==> config.mk <==
export PLATFORM = sky130hd
export DESIGN_NAME = uart_word_rx
export DESIGN_NICKNAME = d
export VERILOG_FILES = /design/src/rtl/uart_pkg.sv /design/src/rtl/uart_rx_byte.sv /design/src/rtl/uart_word_rx.sv
export SDC_FILE = /design/constraint.sdc
export NUM_CORES = 1
export LEC_CHECK = 0
export ABC_AREA = 1
export BUFFER_PORTS_ARGS = -buffer_cell sky130_fd_sc_hd__buf_4
export CORE_MARGIN = 2
export CORE_UTILIZATION = 35
export CTS_BUF_LIST = sky130_fd_sc_hd__clkbuf_2
export DETAILED_ROUTE_END_ITERATION = 8
export MAX_ROUTING_LAYER = met4
export SLEW_MARGIN = 20
export SYNTH_ARGS = -nofsm -noshare
export SYNTH_HDL_FRONTEND = slang
export SYNTH_SLANG_ARGS = --single-unit
export TNS_END_PERCENT = 50
==> constraint.sdc <==
create_clock -name sys_clk -period 3.5 [get_ports sys_clk]
set_input_delay 0.7 -clock sys_clk [delete_from_list [all_inputs] [get_ports sys_clk]]
set_output_delay 0.7 -clock sys_clk [all_outputs]
set_load 0.1 [all_outputs]
==> src/rtl/uart_pkg.sv <==
// Shared types and constants for the UART receive path.
// The width helper sizes counters from their terminal values.
package uart_pkg;

    typedef enum logic [1:0] {
        IDLE  = 2'd0,
        START = 2'd1,
        DATA  = 2'd2,
        STOP  = 2'd3
    } rx_state_e;

    localparam int UART_DATA_BITS       = 8;
    localparam int DEFAULT_CLKS_PER_BIT = 868;

    // Bits needed to count up to value-1, never less than one.
    function automatic int clog2w(input int value);
        int w;
        w = 1;
        for (int i = 1; i < 31; i++) begin
            if ((1 << i) < value) begin
                w = i + 1;
            end
        end
        return w;
    endfunction

endpackage

==> src/rtl/uart_rx_byte.sv <==
// 8N1 byte receiver: input synchroniser, mid-bit sampling FSM, framing check.
// Exposes the completed byte a cycle early so the packer can act on the stop sample.
module uart_rx_byte
    import uart_pkg::*;
#(
    parameter int CLKS_PER_BIT = DEFAULT_CLKS_PER_BIT
) (
    input  logic                      sys_clk,
    input  logic                      rst,
    input  logic                      uart_rx,
    output logic [UART_DATA_BITS-1:0] byte_data,
    output logic                      byte_valid,
    output logic                      frame_err,
    output logic                      busy,
    output logic                      byte_strobe,
    output logic [UART_DATA_BITS-1:0] byte_next,
    output logic                      start_det,
    output logic                      idle
);

    localparam int                BAUD_W    = clog2w(CLKS_PER_BIT);
    localparam logic [BAUD_W-1:0] HALF_LAST = BAUD_W'(CLKS_PER_BIT / 2 - 1);
    localparam logic [BAUD_W-1:0] FULL_LAST = BAUD_W'(CLKS_PER_BIT - 1);
    localparam logic [2:0]        LAST_BIT  = 3'(UART_DATA_BITS - 1);

    logic [1:0]                sync;
    logic                      rx_s;
    rx_state_e                 state, state_n;
    logic [BAUD_W-1:0]         baud_cnt, baud_n;
    logic [2:0]                bit_cnt, bit_n;
    logic [UART_DATA_BITS-1:0] shift, shift_n;
    logic                      stop_wait, stop_wait_n;
    logic                      frame_n;

    assign rx_s      = sync[1];
    assign busy      = (state != IDLE);
    assign idle      = (state == IDLE);
    assign byte_next = shift;

    // Synchroniser resets high so a line released from reset is not a start bit.
    always_ff @(posedge sys_clk or posedge rst) begin
        if (rst) begin
            sync       <= 2'b11;
            state      <= IDLE;
            baud_cnt   <= '0;
            bit_cnt    <= '0;
            shift      <= '0;
            stop_wait  <= 1'b0;
            byte_data  <= '0;
            byte_valid <= 1'b0;
            frame_err  <= 1'b0;
        end else begin
            sync       <= {sync[0], uart_rx};
            state      <= state_n;
            baud_cnt   <= baud_n;
            bit_cnt    <= bit_n;
            shift      <= shift_n;
            stop_wait  <= stop_wait_n;
            byte_valid <= byte_strobe;
            frame_err  <= frame_n;
            if (byte_strobe) begin
                byte_data <= shift;
            end
        end
    end

    always_comb begin
        state_n     = state;
        baud_n      = baud_cnt;
        bit_n       = bit_cnt;
        shift_n     = shift;
        stop_wait_n = stop_wait;
        frame_n     = 1'b0;
        byte_strobe = 1'b0;
        start_det   = 1'b0;
        case (state)
            IDLE: begin
                if (!rx_s) begin
                    state_n   = START;
                    baud_n    = '0;
                    bit_n     = '0;
                    start_det = 1'b1;
                end
            end
            START: begin
                if (baud_cnt == HALF_LAST) begin
                    baud_n  = '0;
                    state_n = rx_s ? IDLE : DATA;
                end else begin
                    baud_n = baud_cnt + 1'b1;
                end
            end
            DATA: begin
                if (baud_cnt == FULL_LAST) begin
                    baud_n  = '0;
                    shift_n = {rx_s, shift[UART_DATA_BITS-1:1]};
                    if (bit_cnt == LAST_BIT) begin
                        state_n = STOP;
                    end else begin
                        bit_n = bit_cnt + 1'b1;
                    end
                end else begin
                    baud_n = baud_cnt + 1'b1;
                end
            end
            STOP: begin
                // After a bad stop bit, hold here until the line is high again.
                if (stop_wait) begin
                    if (rx_s) begin
                        stop_wait_n = 1'b0;
                        state_n     = IDLE;
                    end
                end else if (baud_cnt == FULL_LAST) begin
                    baud_n = '0;
                    if (rx_s) begin
                        byte_strobe = 1'b1;
                        state_n     = IDLE;
                    end else begin
                        frame_n     = 1'b1;
                        stop_wait_n = 1'b1;
                    end
                end else begin
                    baud_n = baud_cnt + 1'b1;
                end
            end
            default: state_n = IDLE;
        endcase
    end

endmodule

==> src/rtl/uart_word_rx.sv <==
// UART word receiver: packs bytes LSB-first into a 32-bit word with valid/ready,
// a GPIO hold register, inter-byte timeout and overrun detection.
module uart_word_rx
    import uart_pkg::*;
#(
    parameter int CLKS_PER_BIT   = DEFAULT_CLKS_PER_BIT,
    parameter int BYTES_PER_WORD = 4,
    parameter int TIMEOUT_BITS   = 20
) (
    input  logic        sys_clk,
    input  logic        rst,
    input  logic        uart_rx,
    output logic [7:0]  byte_data,
    output logic        byte_valid,
    output logic [31:0] word_data,
    output logic        word_valid,
    input  logic        word_ready,
    output logic [31:0] gpio_word,
    output logic        frame_err,
    output logic        timeout_err,
    output logic        overrun,
    output logic        busy
);

    localparam int            TO_TERM  = TIMEOUT_BITS * CLKS_PER_BIT;
    localparam int            TO_W     = clog2w(TO_TERM + 1);
    localparam logic [TO_W-1:0] TO_LAST = TO_W'(TO_TERM);
    localparam logic [1:0]    LAST_IDX = 2'(BYTES_PER_WORD - 1);

    logic              byte_strobe;
    logic [7:0]        byte_next;
    logic              start_det;
    logic              idle;
    logic [1:0]        idx;
    logic [31:0]       lanes;
    logic [31:0]       packed_word;
    logic [TO_W-1:0]   tcnt;
    logic              word_done;
    logic              accept;
    logic              to_fire;

    uart_rx_byte #(
        .CLKS_PER_BIT(CLKS_PER_BIT)
    ) u_rx (
        .sys_clk    (sys_clk),
        .rst        (rst),
        .uart_rx    (uart_rx),
        .byte_data  (byte_data),
        .byte_valid (byte_valid),
        .frame_err  (frame_err),
        .busy       (busy),
        .byte_strobe(byte_strobe),
        .byte_next  (byte_next),
        .start_det  (start_det),
        .idle       (idle)
    );

    always_comb begin
        packed_word = lanes;
        packed_word[{idx, 3'b000} +: 8] = byte_next;
        word_done = byte_strobe && (idx == LAST_IDX);
        accept    = word_valid && word_ready;
        to_fire   = idle && (idx != 2'd0) && !start_det && (tcnt == TO_LAST);
    end

    // Completion and acceptance in the same cycle keeps word_valid high with new data.
    always_ff @(posedge sys_clk or posedge rst) begin
        if (rst) begin
            idx         <= '0;
            lanes       <= '0;
            tcnt        <= '0;
            word_data   <= '0;
            gpio_word   <= '0;
            word_valid  <= 1'b0;
            timeout_err <= 1'b0;
            overrun     <= 1'b0;
        end else begin
            overrun     <= 1'b0;
            timeout_err <= 1'b0;
            if (word_done) begin
                word_valid <= 1'b1;
            end else if (accept) begin
                word_valid <= 1'b0;
            end
            if (byte_strobe) begin
                tcnt <= '0;
                if (word_done) begin
                    word_data <= packed_word;
                    gpio_word <= packed_word;
                    lanes     <= '0;
                    idx       <= '0;
                    overrun   <= word_valid && !word_ready;
                end else begin
                    lanes <= packed_word;
                    idx   <= idx + 2'd1;
                end
            end else if (start_det) begin
                tcnt <= '0;
            end else if (to_fire) begin
                idx         <= '0;
                lanes       <= '0;
                tcnt        <= '0;
                timeout_err <= 1'b1;
            end else if (idle && (idx != 2'd0)) begin
                tcnt <= tcnt + 1'b1;
            end
        end
    end

endmodule

==> Word level (Yosys, flattened, before mapping) <==
Index checks and enable logic that the tools add are counted.
{ "word_totals": {"reg_bits": 120, "input_bits": 4, "word_cells": 108} }
{ "classes": {"n_addsub": 5, "reduce_logical": 21, "n_eq_ne": 16, "shift": 2, "mux": 48} }
{ "op_table": {"columns": ["operator", "n"], "rows": [
  ["$mux 32", 4],
  ["$mux 15", 4],
  ["$mux 10", 4],
  ["$pmux 10 s4", 1],
  ["$bwmux 32", 1],
  ["$shift 8x7->32 const A", 1],
  ["$shiftx 8x7->32", 1],
  ["$mux 2", 12],
  ["$mux 1", 17],
  ["$add 15x1->15 const B", 1],
  ["$eq 15x15->1 const B", 1],
  ["$add 10x1->10 const B", 1],
  ["$eq 10x10->1 const B", 1],
  ["$eq 10x9->1 const B", 1],
  ["$reduce_bool 2->1", 5],
  ["$mux 3", 3],
  ["$ne 2x2->1 const B", 4],
  ["$pmux 2 s4", 1],
  ["$reduce_and 2->1", 4],
  ["$neg 5->7", 1],
  ["$eq 2x2->1 const B", 3],
  ["$logic_and 1x1->1", 6],
  ["$ne 2x1->1 const B", 3],
  ["$pmux 3 s2", 1],
  ["10 further kinds", 11]
]} }

==> Longest topological paths before layout <==
{ "depth": {"ltp_word": 8, "depth_mapped": 11} }

==> By module <==
Synthesis repeated with hierarchy kept, for this count alone.
{ "unflattened": {"cells_unflattened": 719, "hier_area_um2": 5908.2} }
{ "modules_own_cells": {"columns": ["module", "area_per_inst_um2", "instances", "cells_each"], "rows": [
  ["uart_word_rx", 3965.1, 1, 486],
  ["uart_rx_byte", 1943.1, 1, 233]
]} }

==> Least setup slack after synthesis <==
Ideal clock, no wire load.
{ "synth_timing": {"kind": "register to output", "startpoint": "register gpio_word[0] (netlist name)", "endpoint": "output port word_data[0]", "setup_slack_ps": 1460, "path_stages_with_launch": 2, "arrival_ps": 1340, "required_time_ps": 2800, "cell_sequence": "dfrtp_1 > buf_4"} }
{ "synth_lines": {"columns": ["element", "line_no", "source"], "rows": [
  ["end, declared", "uart_word_rx.sv:15", "output logic [31:0] word_data,"]
]} }

==> Worst setup path in the final report <==
{ "layout_timing": {"startpoint": "register idx[0]", "endpoint": "register idx[0]"} }
{ "layout_via": {"elab_chain_cells": 6, "word_cells_on_any_way": 11, "cone_classes": "add/sub (1); eq/ne (1); mux (2); reduce/logical (7)"} }
{ "layout_rtl": {"columns": ["element", "line_no", "source"], "rows": [
  ["start, declared", "uart_word_rx.sv:34", "logic [1:0] idx;"],
  ["start signal, assigned", "uart_word_rx.sv:95", "idx <= idx + 2'd1;"],
  ["$reduce_bool 2->1", "uart_word_rx.sv:63", "to_fire = idle && (idx != 2'd0) && !start_det && (tcnt == TO_LAST);"],
  ["$logic_and 1x1->1 (3 in a row)", "uart_word_rx.sv:63", null],
  ["$reduce_bool 2->1 (no line)", null, null],
  ["$reduce_and 2->1 (no line)", null, null]
]} }
Parallel ways exist; a longest one is shown, timed or not.
A chain may end at the register's enable or synchronous reset.

==> flow_summary_export.csv <==
group,metric,value,unit
sta,finalCritPeriodShare,0.7171,
logic_synthesis,synth_async_sr_flop_share,1.000,
place,preCtsSetupSlack,1.011,ns
sta,final_critical_path_setup_slack,0.9902,ns
layout,leading_cell_types_in_the_layout_fill_and_taps_excluded,"sky130_fd_sc_hd__nand2_1, sky130_fd_sc_hd__dfrtp_1, sky130_fd_sc_hd__buf_4",
clock_tree,tritoncts,"yes",
drt,vias_per_cell,4.623,
floorplan,die_span_in_y,132.4,um
layout,seq_area,2805,um2
sta,worst_pin_slew,0.9321,ns
drt,routed-via-count,4678,
power_and_ir_drop,static-leakage-power,3.319,nW
sta,setup_tns,0,ns
global_routing,grt_antenna_before_repair,1,
logic_synthesis,number_of_enable_flip_flop_cells_after_synthesis,0,
clock_tree,cts_post_setup_buffers_inserted,0,
critical_path,path_buf_inv,3,
logic_synthesis,synthesis.area,5771,um2
sta,timing.clock.skew,0.03106,ns
sta,max_freq,398.4,MHz
global_routing,grt_pass1_vias,4323,
critical_path,crit_path_max_fanout,19,
clock_tree,cts_hold_repair.buffers,0,
sta,rsz0062_at_grt,"no",
sta,setup-violations-final,0,
layout,layout-area-overhead-vs-synth,12.12,%
clock_tree,cts.sinks,112,
logic_synthesis,synthCells,747,
sta,min_cycle_time_layout,2.510,ns
logic_synthesis,synth_warnings,0,
logic_synthesis,yosys-top-cells-area,"sky130_fd_sc_hd__dfrtp_1, sky130_fd_sc_hd__nand2_1, sky130_fd_sc_hd__inv_1",
global_routing,grt.total_usage,0.1588,
place,dpl-instance-area,6357,um2
drt,drc,0,
floorplan,width_of_the_chip,132.4,um
layout,cell_area_after_layout,6470,um2
layout,multi_input_combinational_cell_area,2288,um2
sta,finalHoldWorstSlack,0.1313,ns
critical_path,cp_slowest_cell,"sky130_fd_sc_hd__dfrtp_1",
global_routing,grt_first_pass_wirelength,22100,um
layout,fillerInstances,1670,
layout,drive_gt1_frac,0.1447,
floorplan,core-area,16000,um2
critical_path,cpLargestDelayFamily,"simple AND/OR/NAND/NOR gates",
place,finalWeightedCongestion,0.8753,
clock_tree,clock_tree.root_cell,"sky130_fd_sc_hd__clkbuf_2",
clock_tree,clock_latency,0.62,ns
clock_tree,ctsResizeCount,0,
logic_synthesis,yosysUniqueCellTypes,31,
run,drv.max_cap_violation_count,0,
floorplan,top_level_ports,82,
logic_synthesis,synth_seq_cells,112,
drt,detail_route.wirelength,13090,um
drt,routed_wire_length_per_instance,12.93,um
sta,final_hold_viol_count,0,
floorplan,start_util,0.3607,
critical_path,crit_chain,"inv_1 > ha_1 > inv_1 > nand3_1 > nor2_1 > nand3_1 > nand2_1 > nand2_1 > nand2_1 > inv_1",
critical_path,timing_worst_setup_path_type,"flip-flop to flip-flop",
logic_synthesis,synth-seq-area-share,0.4861,
layout,layout.cells.most_common,"sky130_fd_sc_hd__nand2_1",
global_routing,globalRouteOverflowTotal,0,
floorplan,placementRows,46,
floorplan,die_area,17530,um2
drt,first_pass_iters,4,
critical_path,crit_path_end_kind,"flip-flop",
clock_tree,clk_path_buf_depth,2,
worst_hold_path,timing.hold.worst.class,"input port to flip-flop",
place,portBuffers,81,
critical_path,timing.critical_path.from_type,"flip-flop",
power_and_ir_drop,vdd_drop_max,0.1295,mV
sta,timing.slew.headroom,0.3773,
sta,slew_violations,0,
place,dp_hpwl,9425,um
status,result_of_the_run,"complete, no violations",
logic_synthesis,yosysTopAreaCellShare,0.4770,
drt,drt-initial-drc-count,414,
critical_path,max_stage_delay,0.64,ns
clock_tree,cts_max_level,3,
drt,final_antenna_net_count,0,
logic_synthesis,post_synthesis_average_cell_area,7.725,um2
power_and_ir_drop,power.density_cell_area,300.0,nW/um2
layout,nNetsFinal,805,
logic_synthesis,synth.largest_area_cell,"sky130_fd_sc_hd__dfrtp_1",
clock_tree,clk_pin_slew,0.31,ns
logic_synthesis,synth_fp_nets,762,
critical_path,cp.required,4.04,ns
global_routing,largest_net_degree_at_the_start_of_global_routing,42,
clock_tree,numCtsBuffers,9,
logic_synthesis,ys_dominant_reg_cell,"sky130_fd_sc_hd__dfrtp_1",
critical_path,worstPathArrival,3.05,ns
sequential cells by signal, summed over array words and instances, names as in the netlist, 2 cells and up, named ones only:
| name | count |
|---|---|
| gpio_word | 32 |
| lanes | 24 |
| tcnt | 15 |
| u_rx.baud_cnt | 10 |
| u_rx.byte_data | 8 |
| u_rx.byte_next | 8 |
| u_rx.bit_cnt | 3 |
| idx | 2 |
| u_rx.sync | 2 |
metrics by stage:
stage | instances | utilization | total power, W
2_1_floorplan | 747 | - | 0.001342
3_3_place_gp | 995 | 0.3973 | 0.001359
3_5_place_dp | 995 | 0.3973 | 0.001360
4_1_cts | 1011 | 0.4042 | 0.001969
5_1_grt | 1012 | 0.4044 | 0.002028
6_report | 1012 | 0.4044 | 0.001941
synth_stat cells, types with 9 or more instances:
cell type	number
sky130_fd_sc_hd__o22ai_1	19
sky130_fd_sc_hd__nor2_1	65
sky130_fd_sc_hd__dfrtp_1	110
sky130_fd_sc_hd__o21ai_0	48
sky130_fd_sc_hd__buf_2	9
sky130_fd_sc_hd__nand2_1	242
sky130_fd_sc_hd__nand3_1	52
sky130_fd_sc_hd__o21ai_1	12
sky130_fd_sc_hd__inv_1	83
sky130_fd_sc_hd__ha_1	11
sky130_fd_sc_hd__nand4_1	18
sky130_fd_sc_hd__buf_4	35
cell type report:
cell class / count / area share
inverter: 87 / 0.05105
sequential: 112 / 0.4336
clock inverter: 5 / 0.008509
timing repair buffer: 85 / 0.1025
tap: 216 / 0.04177
multi-input combinational: 495 / 0.3537
antenna: 1 / 0.0003868
clock buffer: 11 / 0.008509
power breakdown:
part | switching, W | internal (W) | leakage, nW
Clock | 0.000435 | 0.000170 | 0.0700
Combinational | 0.0000271 | 0.00000732 | 1.70
Sequential | 0.00000155 | 0.00130 | 1.54
Total | 0.000464 | 0.00148 | 3.32
per-layer routing:
metal,part of all wire,vias to the layer above,track usage,wire length [um]
met5,0,-,-,0
met4,0.015,0,0.05197,201
met3,0.030,15,0.02230,398
met2,0.46,91,0.2398,6015
met1,0.49,2152,0.2206,6474
li1,-,2420,-,-
path summary, 6_finish.rpt:
path                       slack [ns]  cells after the start          from            to
setup / recovery                 0.99                     10        idx[0]        idx[0]
hold / removal                   0.13                      1       uart_rx  u_rx.sync[0]
setup reg to reg                 0.99                     10        idx[0]        idx[0]
hold reg to reg                  0.38                      0  u_rx.sync[0]  u_rx.sync[1]
max in group asynchronous        2.56                      3           rst      tcnt[13]
min in group asynchronous        0.22                      2           rst      lanes[3]
cell families after synthesis:
| logic type | share of synthesized area |
|---|---|
| DFF | 0.4861 |
| and+or+nand+nor | 0.2866 |
| adders and majority gates | 0.02385 |
| xor gates and xnor gates | 0.007589 |
| buffers and inverters | 0.1173 |
| AOI/OAI and AO/OA | 0.07849 |
No activity file was read; power rests on OpenSTA's default activity.
